$ cat config.mk
export PLATFORM = sky130hd
export DESIGN_NAME = exec_stage
export DESIGN_NICKNAME = d
export VERILOG_FILES = /design/src/rtl/exec_stage_pkg.sv /design/src/rtl/exec_mult.sv /design/src/rtl/exec_stage.sv
export SDC_FILE = /design/constraint.sdc
export NUM_CORES = 1
export LEC_CHECK = 0
export CORE_MARGIN = 4
export CORE_UTILIZATION = 49
export DETAILED_ROUTE_END_ITERATION = 6
export GPL_TIMING_DRIVEN = 0
export HOLD_SLACK_MARGIN = 0.03
export PLACE_DENSITY = 0.84
export SLEW_MARGIN = 20
export SYNTH_ARGS = -nofsm -noshare
export SYNTH_HDL_FRONTEND = slang
export SYNTH_SLANG_ARGS = --single-unit
export TNS_END_PERCENT = 20
$ cat constraint.sdc
create_clock -name clk -period 5 [get_ports clk]
set_clock_uncertainty 0.1 [all_clocks]
set_input_delay 1 -clock clk [delete_from_list [all_inputs] [get_ports clk]]
set_output_delay 1 -clock clk [all_outputs]
set_load 0.005 [all_outputs]
$ cat src/rtl/exec_stage_pkg.sv
// Shared definitions for the execute stage: opcodes, flag bit positions, FSM states and opcode decode.
// EXEC_MUL_EN selects whether IMUL (AF) decodes as a real operation or as illegal.
package exec_stage_pkg;

  localparam int DATA_WIDTH    = 32;
  localparam int ADDRESS_WIDTH = 32;

  localparam logic [7:0] OPC_ADD  = 8'h01;
  localparam logic [7:0] OPC_OR   = 8'h09;
  localparam logic [7:0] OPC_AND  = 8'h21;
  localparam logic [7:0] OPC_SUB  = 8'h29;
  localparam logic [7:0] OPC_XOR  = 8'h31;
  localparam logic [7:0] OPC_CMP  = 8'h39;
  localparam logic [7:0] OPC_MOV  = 8'h89;
  localparam logic [7:0] OPC_IMUL = 8'hAF;
  localparam logic [4:0] OPC_INC_HI = 5'b01000;
  localparam logic [4:0] OPC_DEC_HI = 5'b01001;

  localparam int FLAG_ZF = 0;
  localparam int FLAG_CF = 1;
  localparam int FLAG_SF = 2;
  localparam int FLAG_OF = 3;

`ifdef EXEC_MUL_EN
  localparam bit MUL_SUPPORTED = 1'b1;
`else
  localparam bit MUL_SUPPORTED = 1'b0;
`endif

  typedef enum logic [1:0] {
    ST_IDLE,
    ST_MUL,
    ST_DONE
  } exec_state_e;

  typedef enum logic [3:0] {
    OP_ADD, OP_OR, OP_AND, OP_SUB, OP_XOR, OP_CMP,
    OP_MOV, OP_INC, OP_DEC, OP_IMUL, OP_ILLEGAL
  } op_e;

  function automatic op_e decode_op(input logic [7:0] opc);
    op_e op;
    op = OP_ILLEGAL;
    case (opc)
      OPC_ADD:  op = OP_ADD;
      OPC_OR:   op = OP_OR;
      OPC_AND:  op = OP_AND;
      OPC_SUB:  op = OP_SUB;
      OPC_XOR:  op = OP_XOR;
      OPC_CMP:  op = OP_CMP;
      OPC_MOV:  op = OP_MOV;
      OPC_IMUL: op = MUL_SUPPORTED ? OP_IMUL : OP_ILLEGAL;
      default: begin
        if (opc[7:3] == OPC_INC_HI)      op = OP_INC;
        else if (opc[7:3] == OPC_DEC_HI) op = OP_DEC;
      end
    endcase
    return op;
  endfunction

endpackage

$ cat src/rtl/exec_mult.sv
// Iterative signed multiplier: multiplies operand magnitudes by shift-add, one bit per cycle,
// then applies the sign to the full 2*DATA_W product. o_done marks the cycle of the final iteration.
module exec_mult
  import exec_stage_pkg::*;
#(
  parameter int DATA_W = DATA_WIDTH
) (
  input  logic                  clk,
  input  logic                  reset,
  input  logic                  i_start,
  input  logic [DATA_W-1:0]     i_op_a,
  input  logic [DATA_W-1:0]     i_op_b,
  output logic                  o_done,
  output logic [2*DATA_W-1:0]   o_product
);

  localparam int CNT_W = $clog2(DATA_W);
  localparam logic [CNT_W-1:0] LAST = CNT_W'(DATA_W - 1);

  logic                r_busy;
  logic [CNT_W-1:0]    r_count;
  logic [2*DATA_W-1:0] r_acc;
  logic [2*DATA_W-1:0] r_mcand;
  logic [DATA_W-1:0]   r_mplier;
  logic                r_neg;
  logic [DATA_W-1:0]   w_mag_a;
  logic [DATA_W-1:0]   w_mag_b;

  // The most negative operand's magnitude still fits in DATA_W unsigned bits.
  assign w_mag_a = i_op_a[DATA_W-1] ? -i_op_a : i_op_a;
  assign w_mag_b = i_op_b[DATA_W-1] ? -i_op_b : i_op_b;

  always_ff @(posedge clk or negedge reset) begin
    if (!reset) begin
      r_busy   <= 1'b0;
      r_count  <= '0;
      r_acc    <= '0;
      r_mcand  <= '0;
      r_mplier <= '0;
      r_neg    <= 1'b0;
    end else if (i_start) begin
      r_busy   <= 1'b1;
      r_count  <= '0;
      r_acc    <= '0;
      r_mcand  <= {{DATA_W{1'b0}}, w_mag_a};
      r_mplier <= w_mag_b;
      r_neg    <= i_op_a[DATA_W-1] ^ i_op_b[DATA_W-1];
    end else if (r_busy) begin
      if (r_mplier[0]) r_acc <= r_acc + r_mcand;
      r_mcand  <= r_mcand << 1;
      r_mplier <= r_mplier >> 1;
      r_count  <= r_count + CNT_W'(1);
      if (r_count == LAST) r_busy <= 1'b0;
    end
  end

  assign o_done    = r_busy && (r_count == LAST);
  assign o_product = r_neg ? -r_acc : r_acc;

endmodule

$ cat src/rtl/exec_stage.sv
// Execute stage: single-cycle ALU with registered result bundle and architectural flags.
// Define EXEC_MUL_EN to add the iterative IMUL path (MUL/DONE states and exec_mult).
module exec_stage
  import exec_stage_pkg::*;
#(
  parameter int DATA_W = DATA_WIDTH,
  parameter int ADDR_W = ADDRESS_WIDTH
) (
  input  logic              clk,
  input  logic              reset,
  input  logic              i_input_valid,
  input  logic [ADDR_W-1:0] i_pc,
  input  logic [7:0]        i_opcode,
  input  logic [DATA_W-1:0] i_dst_val,
  input  logic [DATA_W-1:0] i_src_val,
  input  logic [3:0]        i_dst_reg,
  input  logic              i_dst_is_mem,
  input  logic [ADDR_W-1:0] i_dst_addr,
  input  logic              i_next_ready,
  output logic              o_ready,
  output logic              o_res_valid,
  output logic [ADDR_W-1:0] o_pc,
  output logic [DATA_W-1:0] o_result,
  output logic [3:0]        o_dst_reg,
  output logic              o_dst_is_mem,
  output logic [ADDR_W-1:0] o_dst_addr,
  output logic              o_wr_en,
  output logic [3:0]        o_flags,
  output logic              o_illegal
);

  localparam int MSB = DATA_W - 1;
  localparam logic [DATA_W-1:0] MAX_POS = {1'b0, {(DATA_W-1){1'b1}}};
  localparam logic [DATA_W-1:0] MIN_NEG = {1'b1, {(DATA_W-1){1'b0}}};

  logic              r_valid;
  logic [ADDR_W-1:0] r_pc;
  logic [DATA_W-1:0] r_result;
  logic [3:0]        r_dst_reg;
  logic              r_dst_is_mem;
  logic [ADDR_W-1:0] r_dst_addr;
  logic              r_wr_en;
  logic [3:0]        r_flags;
  logic              r_illegal;

  op_e               w_op;
  logic              w_idle;
  logic              w_slot_free;
  logic              w_accept;
  logic              w_alu_load;
  logic [DATA_W:0]   w_sum;
  logic [DATA_W:0]   w_diff;
  logic [DATA_W-1:0] w_alu_result;
  logic [3:0]        w_alu_flags;
  logic              w_alu_wr_en;
  logic              w_alu_illegal;
  logic              w_set_zs;

  assign w_op        = decode_op(i_opcode);
  assign w_slot_free = !r_valid || i_next_ready;
  assign o_ready     = w_idle && w_slot_free;
  assign w_accept    = i_input_valid && o_ready;
  assign w_alu_load  = w_accept && (w_op != OP_IMUL);

  assign w_sum  = {1'b0, i_dst_val} + {1'b0, i_src_val};
  assign w_diff = {1'b0, i_dst_val} - {1'b0, i_src_val};

  // Flags start from the current architectural value so INC/DEC keep CF and MOV/illegal keep all.
  always_comb begin
    w_alu_result  = i_dst_val;
    w_alu_flags   = r_flags;
    w_alu_wr_en   = 1'b1;
    w_alu_illegal = 1'b0;
    w_set_zs      = 1'b1;
    case (w_op)
      OP_ADD: begin
        w_alu_result         = w_sum[MSB:0];
        w_alu_flags[FLAG_CF] = w_sum[DATA_W];
        w_alu_flags[FLAG_OF] = (i_dst_val[MSB] == i_src_val[MSB]) && (w_sum[MSB] != i_dst_val[MSB]);
      end
      OP_SUB, OP_CMP: begin
        w_alu_result         = w_diff[MSB:0];
        w_alu_flags[FLAG_CF] = w_diff[DATA_W];
        w_alu_flags[FLAG_OF] = (i_dst_val[MSB] != i_src_val[MSB]) && (w_diff[MSB] != i_dst_val[MSB]);
        w_alu_wr_en          = (w_op != OP_CMP);
      end
      OP_AND, OP_OR, OP_XOR: begin
        w_alu_result         = (w_op == OP_AND) ? (i_dst_val & i_src_val) :
                               (w_op == OP_OR)  ? (i_dst_val | i_src_val) :
                                                  (i_dst_val ^ i_src_val);
        w_alu_flags[FLAG_CF] = 1'b0;
        w_alu_flags[FLAG_OF] = 1'b0;
      end
      OP_INC: begin
        w_alu_result         = i_dst_val + DATA_W'(1);
        w_alu_flags[FLAG_OF] = (i_dst_val == MAX_POS);
      end
      OP_DEC: begin
        w_alu_result         = i_dst_val - DATA_W'(1);
        w_alu_flags[FLAG_OF] = (i_dst_val == MIN_NEG);
      end
      OP_MOV: begin
        w_alu_result = i_src_val;
        w_set_zs     = 1'b0;
      end
      default: begin
        w_alu_wr_en   = 1'b0;
        w_alu_illegal = 1'b1;
        w_set_zs      = 1'b0;
      end
    endcase
    if (w_set_zs) begin
      w_alu_flags[FLAG_ZF] = (w_alu_result == '0);
      w_alu_flags[FLAG_SF] = w_alu_result[MSB];
    end
  end

`ifdef EXEC_MUL_EN
  exec_state_e         r_state;
  exec_state_e         w_state_next;
  logic                w_mul_start;
  logic                w_mul_done;
  logic                w_mul_load;
  logic                w_mul_ovf;
  logic [2*DATA_W-1:0] w_product;
  logic [ADDR_W-1:0]   r_mul_pc;
  logic [3:0]          r_mul_dst_reg;
  logic                r_mul_dst_is_mem;
  logic [ADDR_W-1:0]   r_mul_dst_addr;

  assign w_idle      = (r_state == ST_IDLE);
  assign w_mul_start = w_accept && (w_op == OP_IMUL);
  assign w_mul_load  = (r_state == ST_DONE) && w_slot_free;
  assign w_mul_ovf   = (w_product[2*DATA_W-1:DATA_W] != {DATA_W{w_product[MSB]}});

  exec_mult #(.DATA_W(DATA_W)) u_mult (
    .clk       (clk),
    .reset     (reset),
    .i_start   (w_mul_start),
    .i_op_a    (i_dst_val),
    .i_op_b    (i_src_val),
    .o_done    (w_mul_done),
    .o_product (w_product)
  );

  always_ff @(posedge clk or negedge reset) begin
    if (!reset) r_state <= ST_IDLE;
    else        r_state <= w_state_next;
  end

  always_comb begin
    w_state_next = r_state;
    case (r_state)
      ST_IDLE: if (w_mul_start) w_state_next = ST_MUL;
      ST_MUL:  if (w_mul_done)  w_state_next = ST_DONE;
      ST_DONE: if (w_slot_free) w_state_next = ST_IDLE;
      default: w_state_next = ST_IDLE;
    endcase
  end

  // The destination descriptor must survive the multiply because the inputs move on.
  always_ff @(posedge clk or negedge reset) begin
    if (!reset) begin
      r_mul_pc         <= '0;
      r_mul_dst_reg    <= '0;
      r_mul_dst_is_mem <= 1'b0;
      r_mul_dst_addr   <= '0;
    end else if (w_mul_start) begin
      r_mul_pc         <= i_pc;
      r_mul_dst_reg    <= i_dst_reg;
      r_mul_dst_is_mem <= i_dst_is_mem;
      r_mul_dst_addr   <= i_dst_addr;
    end
  end
`else
  assign w_idle = 1'b1;
`endif

  always_ff @(posedge clk or negedge reset) begin
    if (!reset) begin
      r_valid      <= 1'b0;
      r_pc         <= '0;
      r_result     <= '0;
      r_dst_reg    <= '0;
      r_dst_is_mem <= 1'b0;
      r_dst_addr   <= '0;
      r_wr_en      <= 1'b0;
      r_flags      <= '0;
      r_illegal    <= 1'b0;
    end else if (w_alu_load) begin
      r_valid      <= 1'b1;
      r_pc         <= i_pc;
      r_result     <= w_alu_result;
      r_dst_reg    <= i_dst_reg;
      r_dst_is_mem <= i_dst_is_mem;
      r_dst_addr   <= i_dst_addr;
      r_wr_en      <= w_alu_wr_en;
      r_flags      <= w_alu_flags;
      r_illegal    <= w_alu_illegal;
`ifdef EXEC_MUL_EN
    end else if (w_mul_load) begin
      r_valid          <= 1'b1;
      r_pc             <= r_mul_pc;
      r_result         <= w_product[MSB:0];
      r_dst_reg        <= r_mul_dst_reg;
      r_dst_is_mem     <= r_mul_dst_is_mem;
      r_dst_addr       <= r_mul_dst_addr;
      r_wr_en          <= 1'b1;
      r_flags[FLAG_CF] <= w_mul_ovf;
      r_flags[FLAG_OF] <= w_mul_ovf;
      r_illegal        <= 1'b0;
`endif
    end else if (i_next_ready) begin
      r_valid <= 1'b0;
    end
  end

  assign o_res_valid  = r_valid;
  assign o_pc         = r_pc;
  assign o_result     = r_result;
  assign o_dst_reg    = r_dst_reg;
  assign o_dst_is_mem = r_dst_is_mem;
  assign o_dst_addr   = r_dst_addr;
  assign o_wr_en      = r_wr_en;
  assign o_flags      = r_flags;
  assign o_illegal    = r_illegal;

endmodule

==> results.sh <==
export IMPL_cts_hold_buffers=0
export IMPL_place_ws_ps=-2450
export IMPL_dr_pass1_iters=5
export IMPL_gp_congestion=1.04
export IMPL_slew_headroom_pct=26.5
export IMPL_avgSynthCellArea_sq_um=8.13
export IMPL_area_growth_synth_to_final_pct=36.7
export IMPL_first_iter_violations=1913
export IMPL_fmax_ghz=0.194
export IMPL_design_die_area_sq_um=27900
export IMPL_rsz0062_at_grt="yes"
export IMPL_arrival_ps=5330
export IMPL_ir_drop_uv=191
export IMPL_place_area_sq_um=15500
export IMPL_fp_dieW_um=167
export IMPL_ant_nets=0
export IMPL_synth_async_reset_ratio_pct=100
export IMPL_cp_data_required_time_ps=5190
export IMPL_setup_viol=1
export IMPL_top_level_ports=254
export IMPL_io_buffers=250
export IMPL_start_util_pct=50.3
export IMPL_ys_seq_elements=108
export IMPL_synth_common_cells="128 x nand2_1, 126 x ha_1, 123 x a21oi_1"
export IMPL_maxCapViolations=0
export IMPL_cts_buffers=9
export IMPL_synth_main_ff_cell="dfrtp_1"
export IMPL_setup_slack_ps=-142
export IMPL_rows=57
export IMPL_yosys_warnings=0
export IMPL_design_area_sq_um=16900
export IMPL_ys_seq_area_share_pct=21.8
export IMPL_n_fill_cell=1966
export IMPL_cp_end_kind="flop"
export IMPL_final_nets=2101
export IMPL_worst_path_max_delay_cell="clkbuf_1"
export IMPL_path_max_fanout=10
export IMPL_tightestPinTransition_ps=1100
export IMPL_clkLatencyLatePin_ps=350
export IMPL_violations="negative setup slack"
export IMPL_routed_wl_um=61000
export IMPL_netlist_area_leader_share_pct=21.8
export IMPL_synth_area_leaders="dfrtp_1 22%, ha_1 13%, mux2_2 7.6%"
export IMPL_clock_sinks=108
export IMPL_die_y_um=167
export IMPL_synth_edf_count=0
export IMPL_total_power_mw=3.42
export IMPL_slew_viol_final=0
export IMPL_fin_util_pct=68.8
export IMPL_cpMostUsedCell="nand4_1"
export IMPL_post_synth_top_count_cell="nand2_1"
export IMPL_grt_pass1_wl_um=88500
export IMPL_tns_ps=-142
export IMPL_post_route_period_util_pct=103
export IMPL_grt_usage_pct=41.0
export IMPL_synth_top_cell_by_area="dfrtp_1"
export IMPL_worstPathCellList="clkdlybuf4s50_1, nor3b_4, nand3_1, clkbuf_1, nor2_1, o32ai_4, nand3_2, nor4_4, nand4_1, nor4bb_2, nand4_1, nand2_1"
export IMPL_drive_gt1_share_pct=19.0
export IMPL_cts_root_buffer="clkbuf_16"
export IMPL_hold_violations=0
export IMPL_antenna_found_initial=0
export IMPL_critPathCapture="o_flags[0]"
export IMPL_num_vias=14700
export IMPL_drcViolationCount=0
export IMPL_outcome="finished, violations left"
export IMPL_min_path_type="reg2reg"
export IMPL_leakagePower_nw=7.03
export IMPL_startpoint="i_opcode[2]"
export IMPL_syn_num_nets=1797
export IMPL_crit_type="in2reg"
export IMPL_viasPerCell=6.84
export IMPL_rr_endpoint="o_flags[0]"
export IMPL_r2r_slack_ps=1520
export IMPL_rr_startpoint="o_res_valid"
export IMPL_p_per_area_nw_per_um2=202
export IMPL_startpoint_type="primary input"
export IMPL_netlist_area_sq_um=12400
export IMPL_wl_per_cell_um=28.3
export IMPL_clock_path_buffers=2
export IMPL_ys_types=97
export IMPL_htree_levels=3
export IMPL_cp_slowest_stage_delay_ps=780
export IMPL_netlist_instances=1523
export IMPL_grt_pass1_vias=14300
export IMPL_diodes=0
export IMPL_clk_pin_slew_worst_paths_ps=70
export IMPL_cts_tree="built"
export IMPL_grt_max_degree=78
export IMPL_grt_ovfl_total=0
export IMPL_dp_hpwl_um=46200
export IMPL_core_area_sq_um=24600
export IMPL_r2r_cells=11
export IMPL_min_period_ps=5140
stage by stage:
stage	hold WS (ps)	cells
finish	394	2155
global route	419	2155
CTS	395	2137
detailed placement	377	2099
global placement	358	2097
floorplan	361	1523
worst min path at each step:
stage,start,endpoint,slack [ps],cells after the start
6_report,o_result[14],o_result[14],390,1
5_1_grt,o_result[14],o_result[14],420,1
4_1_cts,o_flags[3],o_flags[3],400,2
3_5_place_dp,o_result[14],o_result[14],380,1
3_3_place_gp,o_flags[0],o_flags[0],360,2
2_1_floorplan,o_flags[0],o_flags[0],360,2
where the power goes:
part,switching [mW],internal [mW]
combinational,0.841,0.739
clock,0.338,0.417
sequential,0.0834,1.00
critical path, delay by kind of cell:
kind            cells  cell delay (ps)
simple gates        9             2370
buf+inv             2             1500
compound gates      1              430
cell type report:
class,instances,area (sq um),share of cell area (%)
timing repair buffer,298,2920,17.2
inverter,101,383,2.26
clock buffer,11,253,1.49
sequential,108,2700,16.0
multi-input combinational,1218,9720,57.5
clock inverter,4,55.1,0.325
timing repair inverter,1,7.51,0.0444
buffer,90,474,2.80
tap,324,405,2.40
placed cells by master (no fill, tap or decap), types with 14 or more instances in the layout:
master / n
nand4_1: 22
dfrtp_1: 108
a21o_1: 24
nor2b_1: 20
buf_4: 42
inv_1: 99
clkbuf_2: 18
nor3_1: 27
or4_1: 14
mux2_2: 83
clkdlybuf4s50_1: 232
nand2_1: 127
o21ai_0: 79
and3_1: 14
nand2b_1: 20
xnor2_1: 20
clkbuf_1: 40
a21oi_1: 106
o211ai_1: 21
buf_2: 20
a221oi_1: 15
nand3_1: 23
a211oi_1: 19
ha_1: 110
nor2_1: 101
metal layers:
| layer | part of all wire, % | track usage (%) | vias to the layer above | wire length (um) |
|---|---|---|---|---|
| li1 | - | - | 6297 | - |
| met1 | 37 | 54.1 | 7141 | 22800 |
| met2 | 44 | 64.2 | 1046 | 27100 |
| met3 | 12 | 9.72 | 263 | 7600 |
| met4 | 5.7 | 18.0 | 0 | 3490 |
| met5 | 0 | 0 | - | 0 |
cells by family (layout without fill, tap and decap cells):
group / count (synthesis) / after routing / synth area share [%]
xor gates and xnor gates: 31 / 31 / 2.19
AOI/OAI and AO/OA: 511 / 511 / 29.3
adders and majority gates: 129 / 129 / 13.2
DFF: 108 / 108 / 21.8
muxes: 97 / 97 / 8.68
buffers and inverters: 197 / 505 / 6.42
and+or+nand+nor: 450 / 450 / 18.4
timing repair:
action	in CTS	in global routing
resized for setup	89	119
pin swaps	23	56
cloned	1	0
endpoints found under the setup margin	30	6
setup buffers	24	22
No activity file was read; power rests on OpenSTA's default activity.
